$ cat src/rtl/lt200_bus_pkg.sv
// lt200_bus_pkg: shared FSM state encoding and completion error codes for the lt200 bus fabric.
package lt200_bus_pkg;
  typedef enum logic [1:0] {IDLE, ISSUE, WAIT, DONE} state_t;
  localparam logic [1:0] ERR_NONE    = 2'd0;
  localparam logic [1:0] ERR_DECODE  = 2'd1;
  localparam logic [1:0] ERR_SLAVE   = 2'd2;
  localparam logic [1:0] ERR_TIMEOUT = 2'd3;
endpackage

$ cat src/rtl/lt200_bus_watchdog.sv
// lt200_bus_watchdog: counts cycles while enabled; expired flags the LIMIT-th counted cycle.
module lt200_bus_watchdog #(
  parameter int LIMIT = 255
) (
  input  logic clk,
  input  logic rst_n,
  input  logic clear,
  input  logic count_en,
  output logic expired
);
  localparam int W = $clog2(LIMIT);
  logic [W-1:0] cnt;
  always_ff @(posedge clk) begin
    if (!rst_n || clear) cnt <= '0;
    else if (count_en) cnt <= cnt + 1'b1;
  end
  assign expired = count_en && (cnt == W'(LIMIT - 1));
endmodule

$ cat src/rtl/lt200_bus_fabric.sv
// lt200_bus_fabric: single-master to NUM_SLAVES address-decoded bus fabric with error reporting.
// Optional WAIT watchdog enabled by defining LT200_BUS_TIMEOUT_EN.
module lt200_bus_fabric
  import lt200_bus_pkg::*;
#(
  parameter int ADDR_WIDTH     = 32,
  parameter int DATA_WIDTH     = 32,
  parameter int NUM_SLAVES     = 4,
  parameter int SEL_BITS       = 4,
  parameter int TIMEOUT_CYCLES = 255
) (
  input  logic                             clk,
  input  logic                             rst_n,
  input  logic                             enable,
  input  logic                             wr_en,
  input  logic [ADDR_WIDTH-1:0]            addr,
  input  logic [DATA_WIDTH-1:0]            i_data,
  input  logic [DATA_WIDTH/8-1:0]          be,
  output logic                             ready,
  output logic [DATA_WIDTH-1:0]            o_data,
  output logic                             bus_err,
  output logic [1:0]                       err_code,
  output logic                             irq,
  output logic [NUM_SLAVES-1:0]            s_enable,
  output logic                             s_wr_en,
  output logic [ADDR_WIDTH-1:0]            s_addr,
  output logic [DATA_WIDTH-1:0]            s_i_data,
  output logic [DATA_WIDTH/8-1:0]          s_be,
  input  logic [NUM_SLAVES-1:0]            s_ready,
  input  logic [NUM_SLAVES*DATA_WIDTH-1:0] s_o_data,
  input  logic [NUM_SLAVES-1:0]            s_irq,
  input  logic [NUM_SLAVES-1:0]            s_bus_err
);
  state_t state, next;
  logic [ADDR_WIDTH-1:0] addr_q;
  logic wr_q;
  logic [DATA_WIDTH-1:0] data_q, rdata_q;
  logic [DATA_WIDTH/8-1:0] be_q;
  logic [1:0] err_q;
  logic [SEL_BITS-1:0] sel;
  logic valid, slv_rdy, slv_err, timeout;
  logic [NUM_SLAVES-1:0] hit;
  logic [DATA_WIDTH-1:0] slv_data;
  assign sel   = addr_q[ADDR_WIDTH-1 -: SEL_BITS];
  assign valid = 32'(sel) < NUM_SLAVES;
  // Only the selected slave's handshake is ever looked at.
  always_comb begin
    hit = valid ? (NUM_SLAVES'(1) << sel) : '0;
    slv_data = '0;
    for (int k = 0; k < NUM_SLAVES; k++)
      slv_data |= hit[k] ? s_o_data[k*DATA_WIDTH +: DATA_WIDTH] : '0;
  end
  assign slv_rdy = |(s_ready & hit);
  assign slv_err = |(s_bus_err & hit);
`ifdef LT200_BUS_TIMEOUT_EN
  lt200_bus_watchdog #(.LIMIT(TIMEOUT_CYCLES)) u_watchdog (
    .clk      (clk),
    .rst_n    (rst_n),
    .clear    (state != WAIT),
    .count_en (state == WAIT),
    .expired  (timeout)
  );
`else
  assign timeout = 1'b0;
`endif
  always_ff @(posedge clk) begin
    if (!rst_n) state <= IDLE;
    else state <= next;
  end
  always_comb begin
    next = state;
    case (state)
      IDLE:    next = enable ? ISSUE : IDLE;
      ISSUE:   next = !enable ? IDLE : valid ? WAIT : DONE;
      WAIT:    next = !enable ? IDLE : (slv_err || slv_rdy || timeout) ? DONE : WAIT;
      default: next = enable ? DONE : IDLE;
    endcase
    s_enable = (state == ISSUE || state == WAIT) ? hit : '0;
    ready    = state == DONE;
    bus_err  = ready && err_q != ERR_NONE;
  end
  always_ff @(posedge clk) begin
    if (!rst_n) begin
      addr_q  <= '0;
      wr_q    <= 1'b0;
      data_q  <= '0;
      be_q    <= '0;
      err_q   <= ERR_NONE;
      rdata_q <= '0;
    end else if (state != IDLE && next == IDLE) begin
      addr_q <= '0;
      wr_q   <= 1'b0;
      data_q <= '0;
      be_q   <= '0;
      err_q  <= ERR_NONE;
    end else if (state == IDLE && enable) begin
      addr_q <= addr;
      wr_q   <= wr_en;
      data_q <= i_data;
      be_q   <= be;
    end else if (state == ISSUE && enable && !valid) begin
      err_q   <= ERR_DECODE;
      rdata_q <= '0;
    end else if (state == WAIT && enable && (slv_err || slv_rdy || timeout)) begin
      err_q   <= slv_err ? ERR_SLAVE : slv_rdy ? ERR_NONE : ERR_TIMEOUT;
      rdata_q <= (!slv_err && slv_rdy) ? slv_data : '0;
    end
  end
  assign err_code = err_q;
  assign o_data   = rdata_q;
  assign irq      = |s_irq;
  assign s_wr_en  = wr_q;
  assign s_addr   = {{SEL_BITS{1'b0}}, addr_q[ADDR_WIDTH-SEL_BITS-1:0]};
  assign s_i_data = data_q;
  assign s_be     = be_q;
endmodule

$ cat config.mk
export PLATFORM = sky130hd
export DESIGN_NAME = lt200_bus_fabric
export DESIGN_NICKNAME = d
export VERILOG_FILES = /design/src/rtl/lt200_bus_pkg.sv /design/src/rtl/lt200_bus_watchdog.sv /design/src/rtl/lt200_bus_fabric.sv
export SDC_FILE = /design/constraint.sdc
export NUM_CORES = 1
export LEC_CHECK = 0
export ABC_AREA = 1
export BUFFER_PORTS_ARGS = -buffer_cell sky130_fd_sc_hd__buf_2
export CAP_MARGIN = 5
export CORE_AREA = 2 2 125 127
export DETAILED_ROUTE_END_ITERATION = 12
export DIE_AREA = 0 0 127 129
export PLACE_DENSITY_LB_ADDON = 0.2
export SLEW_MARGIN = 0
export SYNTH_ARGS = -nofsm -noshare
export SYNTH_HDL_FRONTEND = slang
export SYNTH_SLANG_ARGS = --single-unit
$ cat constraint.sdc
create_clock -name clk -period 3 [get_ports clk]
set_input_delay 0.3 -clock clk [delete_from_list [all_inputs] [get_ports clk]]
set_output_delay 0.3 -clock clk [all_outputs]
set_load 0.03 [all_outputs]
Yosys cells after proc, flatten, opt, wreduce, memory -nomap -nowiden
Index checks and enable logic that the tools add are counted.

cells by class
  magnitude comparators = 1
  equality and inequality tests = 3
  shift operators = 1
  mux-type cells = 20
  bitwise operators = 8
  reduce and logical (&&, ||, !) cells = 23

operator list
  operator               number
  $mux W32               7
  $or A32 B32 Y32        3
  $mux W2                7
  $reduce_or A4 Y1       3
  $and A4 B4 Y4          2
  $logic_and A1 B1 Y1    8
  $mux W4                2
  $pmux W2 S3            1
  $reduce_bool A2 Y1     3
  $eq A2 B2 Y1 const B   2
  $logic_not A2 Y1       2
  $lt A4 B3 Y1 const B   1
  $shl A1 B4 Y4 const A  1
  $mux W1                3
  $not A1 Y1             3
  $reduce_and A3 Y1      1
  $eq A2 B1 Y1 const B   1
  $logic_not A1 Y1       2
  $logic_or A1 B1 Y1     2
  $reduce_and A2 Y1      1
  $reduce_or A2 Y1       1

storage, ports and cells
  register bits = 105
  output and inout port bits = 110

Longest topological paths before layout
  depth after elaboration = 12
  mapped depth = 13
  gate-level depth less buffers = 12

Worst setup path after synthesis
OpenSTA, ideal clock, no wires.

  kind = register -> output
  start point = reg addr_q[31]
  end point = out s_enable[2]
  arrival = 1.487 ns
  required time = 2.700 ns
  path slack = 1.213 ns
  stages on the path, launching flop included = 6
  path buffers = 2
  cells stage by stage = dfxtp_1 nor2_2 buf_2 buf_1 nand2_1 nor2_1

between the ends
  longest elaborated chain between the ends = 3
  elaborated cells between the ends (all ways) = 4
  classes of those cells = order compare (1); shift (1); mux (2)

RTL lines
  what                                                  line                                            RTL
  start, declared                                       lt200_bus_fabric.sv:35                          logic [ADDR_WIDTH-1:0] addr_q;
  start signal, assigned                                lt200_bus_fabric.sv:97                          addr_q <= addr;
  $lt A4 B3 Y1 / $shl A1 B4 Y4 (equally long branches)  lt200_bus_fabric.sv:45, lt200_bus_fabric.sv:48
  $mux W4 *                                             lt200_bus_fabric.sv:48                          hit = valid ? (NUM_SLAVES'(1) << sel) : '0;
  $mux W4 *                                             lt200_bus_fabric.sv:78                          s_enable = (state == ISSUE || state == WAIT) ? hit : '0;
  end, declared                                         lt200_bus_fabric.sv:24                          output logic [NUM_SLAVES-1:0] s_enable,

Mark *: on every way between the ends. The rest lies on a longest branch, timed or not.

Final worst setup path
  start point = reg addr_q[30]
  end point = reg rdata_q[3] (netlist: o_data[3])

between the ends
  longest elaborated chain between the ends = 12
  elaborated cells between the ends (all ways) = 33
  classes of those cells = order compare (1); shift (1); mux (13); bitwise (6); reduce/logical (12)

RTL lines
  what                                                  line                                             RTL
  $lt A4 B3 Y1 / $shl A1 B4 Y4 (equally long branches)  lt200_bus_fabric.sv:45, lt200_bus_fabric.sv:48
  $mux W4                                               lt200_bus_fabric.sv:48
  $and A4 B4 Y4, on equally long branches               lt200_bus_fabric.sv:54, lt200_bus_fabric.sv:53
  $reduce_or A4 Y1, on equally long branches            lt200_bus_fabric.sv:54, lt200_bus_fabric.sv:53
  $logic_or A1 B1 Y1                                    lt200_bus_fabric.sv:75, lt200_bus_fabric.sv:104
  $mux W1                                               lt200_bus_fabric.sv:75                           WAIT: next = !enable ? IDLE : (slv_err || slv_rdy || timeout) ? DONE : WAIT;
  $mux W2                                               lt200_bus_fabric.sv:75
  $pmux W2 S3                                           lt200_bus_fabric.sv:72                           case (state)
  $logic_not A2 Y1                                      lt200_bus_fabric.sv:90                           end else if (state != IDLE && next == IDLE) begin
  $logic_and A1 B1 Y1                                   lt200_bus_fabric.sv:90
  $not A1 Y1 (no source line)                           -
  $reduce_and A3 Y1 (no source line)                    -
  end signal, assigned                                  lt200_bus_fabric.sv:106                          rdata_q <= (!slv_err && slv_rdy) ? slv_data : '0;
  end, declared                                         lt200_bus_fabric.sv:37                           logic [DATA_WIDTH-1:0] data_q, rdata_q;

Several ways; a longest one is shown, not always the timed one. The select of a mux whose other input is x is not followed.
A chain may end at the register's enable or synchronous reset.

==> impl_metrics.csv <==
group,metric,value,unit
min_path,hold_path_end,"s_i_data[24]",
worst_setup_path,crit_start,"addr_q[30]",
sta,tns,0,ns
run_status,status,"completed",
synth,synth_compound_area_frac,0.1143,
detailed_routing,firstDrtPassIters,5,
detailed_routing,drtIter0Drc,408,
clocking,worstSkewPairLatency,0.33,ns
die,core,14980,µm²
worst_setup_path,cp_max_fo,67,
synth,synth.distinct_cells,21,
die,pin_count,322,
sta,rsz0062_at_grt,"false",
sta,fin_crit_sh,0.8296,
placement,place_area,6923,µm²
layout,nNetsFinal,1276,
min_path,hold-path-cell-count,3,
worst_setup_path,required,3.22,ns
sta,slew_headroom,0.5402,
global_routing,gr-total-overflow,0,
global_routing,grt_pass1_wl,28030,µm
die,row_count,45,
sta,min_period,2.489,ns
clocking,cts_sinks,105,
worst_setup_path,r2r_start,"addr_q[30]",
synth,synth_async_sr_flop_share,0,
min_path,hp-start,"i_data[24]",
power_and_ir_drop,powerDensity,519.6,nW/µm²
detailed_routing,routed_wirelength,17870,µm
placement,place.gp.congestion,0.8681,
die,die_x,127,µm
synth,synth_ff_type,"dfxtp_1",
synth,netlist_area,5518,µm²
global_routing,grt_usage,0.2080,
die,die-height,129,µm
sta,worst_pin_slew,0.6889,ns
worst_setup_path,crit_arrival,2.71,ns
layout,fin_area,7237,µm²
synth,synth.area.top_cells,"dfxtp_1 38%, nand3_1 20%, nand2_1 10%",
synth,synth_simple_gate_area_share,0.3721,
die,die-area,16380,µm²
synth,synth-xor-area-share,0,
global_routing,grt_pass1_vias,5610,
detailed_routing,drc,0,
worst_setup_path,path_class,"reg2reg",
detailed_routing,post_drt_wl_per_cell,14.26,µm
sta,setup_viol,0,
synth,ys_seq_area_frac,0.3810,
synth,synth_top_area_share,0.3810,
worst_setup_path,reg2reg_depth,12,
power_and_ir_drop,p_leak,3.569,nW
sta,max_clock_freq,0.4018,GHz
worst_setup_path,cp-start-kind,"flop",
synth,synth_top_family_by_area,"simple AND/OR/NAND/NOR gates",
global_routing,antenna_found_initial,2,
layout,n_antenna_cell,0,
clocking,postCtsSetupRepairBufs,0,
synth,ys_ff_latch,105,
clocking,hold_buffers,0,
synth,synth_fa_ha_area_frac,0.009070,
job,drv_cap,0,
layout,layout-drive-gt1-share,0.3371,
clocking,ctsHtreeMaxLevel,3,
synth,synthCells,823,
sta,final_max_slew_viol_count,0,
placement,dp_hpwl,12990,µm
clocking,cts_made_buffers,9,
detailed_routing,antenna_left,0,
worst_setup_path,crit_path_end_kind,"flop",
layout,syn_to_final_growth,31.16,%
clocking,clockRootBuffer,"clkbuf_16",
placement,port_buffers,317,
detailed_routing,drt-vias-per-instance,5.037,
clocking,clk_path_buf_depth,2,
worst_setup_path,r2r_end,"o_data[3]",
global_routing,grt_max_degree,68,
synth,synth-edff-count,0,
sta,hold_violations,0,
die,start_util,0.3684,
clocking,cts_tree,"done",
synth,yosysTopAreaCell,"dfxtp_1",
power_and_ir_drop,peakVddDrop,0.2542,mV
detailed_routing,vias,6311,
synth,avgSynthCellArea,6.704,µm²
synth,synthMuxAreaShare,0,
sta,clock_skew,0.004362,ns
worst_setup_path,r2r_slack,0.51,ns
synth,synth_warnings,0,
min_path,hold_path_class,"in2reg",
clocking,clk_pin_slew,0.07,ns
## cell usage after synthesis, types with 2 or more instances
cell type	count
nor2_2	4
buf_2	26
inv_1	25
dfxtp_1	105
nand2_1	148
nand3_1	224
nor2_1	60
inv_2	3
buf_1	2
buf_4	35
ha_1	4
a31oi_1	14
a211oi_1	4
clkbuf_1	46
a21oi_1	100
nand4_1	18
## layout make-up
class / count / area (µm²)
fillers: 1620 / 7740
multi-input cells: 584 / 2784
flip-flops and latches: 105 / 2102
repair buffers: 332 / 1699
well taps: 188 / 235.2
clock buffers: 10 / 229.0
inverters: 28 / 105.1
clock inverters: 6 / 82.58
## registers in the layout, summed over array words and instances (netlist names)
| name | count |
|---|---|
| s_be | 4 |
| o_data | 32 |
| s_wr_en | 1 |
| err_code | 2 |
| addr_q | 32 |
| state | 2 |
| s_i_data | 32 |
## power breakdown
group / internal [mW] / switching, mW / leakage [nW]
registers: 1.47 / 0.0441 / 0.856
clock network: 0.727 / 0.493 / 0.152
logic: 0.338 / 0.685 / 2.56
total: 2.54 / 1.22 / 3.57
## routing by layer
layer	up-vias	wire length, µm	GRT usage
met5	-	27	0
met4	4	363	0.05624
met3	34	1188	0.05572
met2	202	8603	0.3422
met1	2844	7682	0.2713
li1	3227	-	-
## worst max-delay path by stage
stage	slack [ns]	depth (start not counted)	to
floorplan	1.21	5	s_enable[2]
global placement	0.30	12	o_data[19]
detailed placement	0.22	12	o_data[15]
CTS	0.20	12	o_data[15]
global route	0.18	12	o_data[0]
finish	0.51	12	o_data[3]
## kinds of logic (layout without fill, tap and decap cells)
group	after synthesis	after routing
flip-flops	105	105
other	1	4
adder cells (fa/ha/maj)	4	4
AO/OA/AOI/OAI	120	120
buffers and inverters	137	376
AND/OR/NAND/NOR	456	456
## what timing repair did
item                       CTS  global route
hold endpoints to repair     0             0
gates resized for setup      0             1
setup endpoints to repair    0            28
## placed cells by master (no fill, tap or decap)
cell / instances
nand4_1: 18
ha_1: 3
o31ai_1: 1
nand2_1: 146
clkinvlp_4: 1
nand3_1: 224
clkbuf_1: 1
nor2_4: 4
inv_2: 3
nor2_2: 1
buf_4: 15
a211oi_1: 4
nand2_4: 1
inv_1: 25
or4_1: 1
a21oi_1: 100
ha_2: 1
o21ai_0: 1
dfxtp_1: 105
clkbuf_16: 9
nor2_1: 59
buf_2: 317
bufinv_16: 2
conb_1: 4
clkinv_2: 3
nand2_2: 2
a31oi_1: 14
## worst max-delay path, cell delays in order (launching register included)
cell and delay, ns:
dfxtp_1 0.36, nor2_4 0.13, buf_4 0.52, nand3_1 0.14, nand2_1 0.08, nor2_1 0.07, nand2_1 0.07, nand2_1 0.05
nand2_1 0.36, buf_4 0.35, nand3_1 0.10, nand2_1 0.08, nor2_1 0.06
## per-stage QoR
stage	worst slack, ns	total power [mW]	instances	util	hold slack [ns]
3_3_place_gp	0.2971	2.576	1237	0.4622	0.4473
4_1_cts	0.2021	3.811	1253	0.4830	0.1991
2_1_floorplan	1.213	2.278	826	-	0.4413
6_report	0.5112	3.760	1253	0.4832	0.2142
3_5_place_dp	0.2219	2.578	1237	0.4622	0.4494
5_1_grt	0.1850	3.988	1253	0.4832	0.1987
Power figures use the tool's default switching activity.
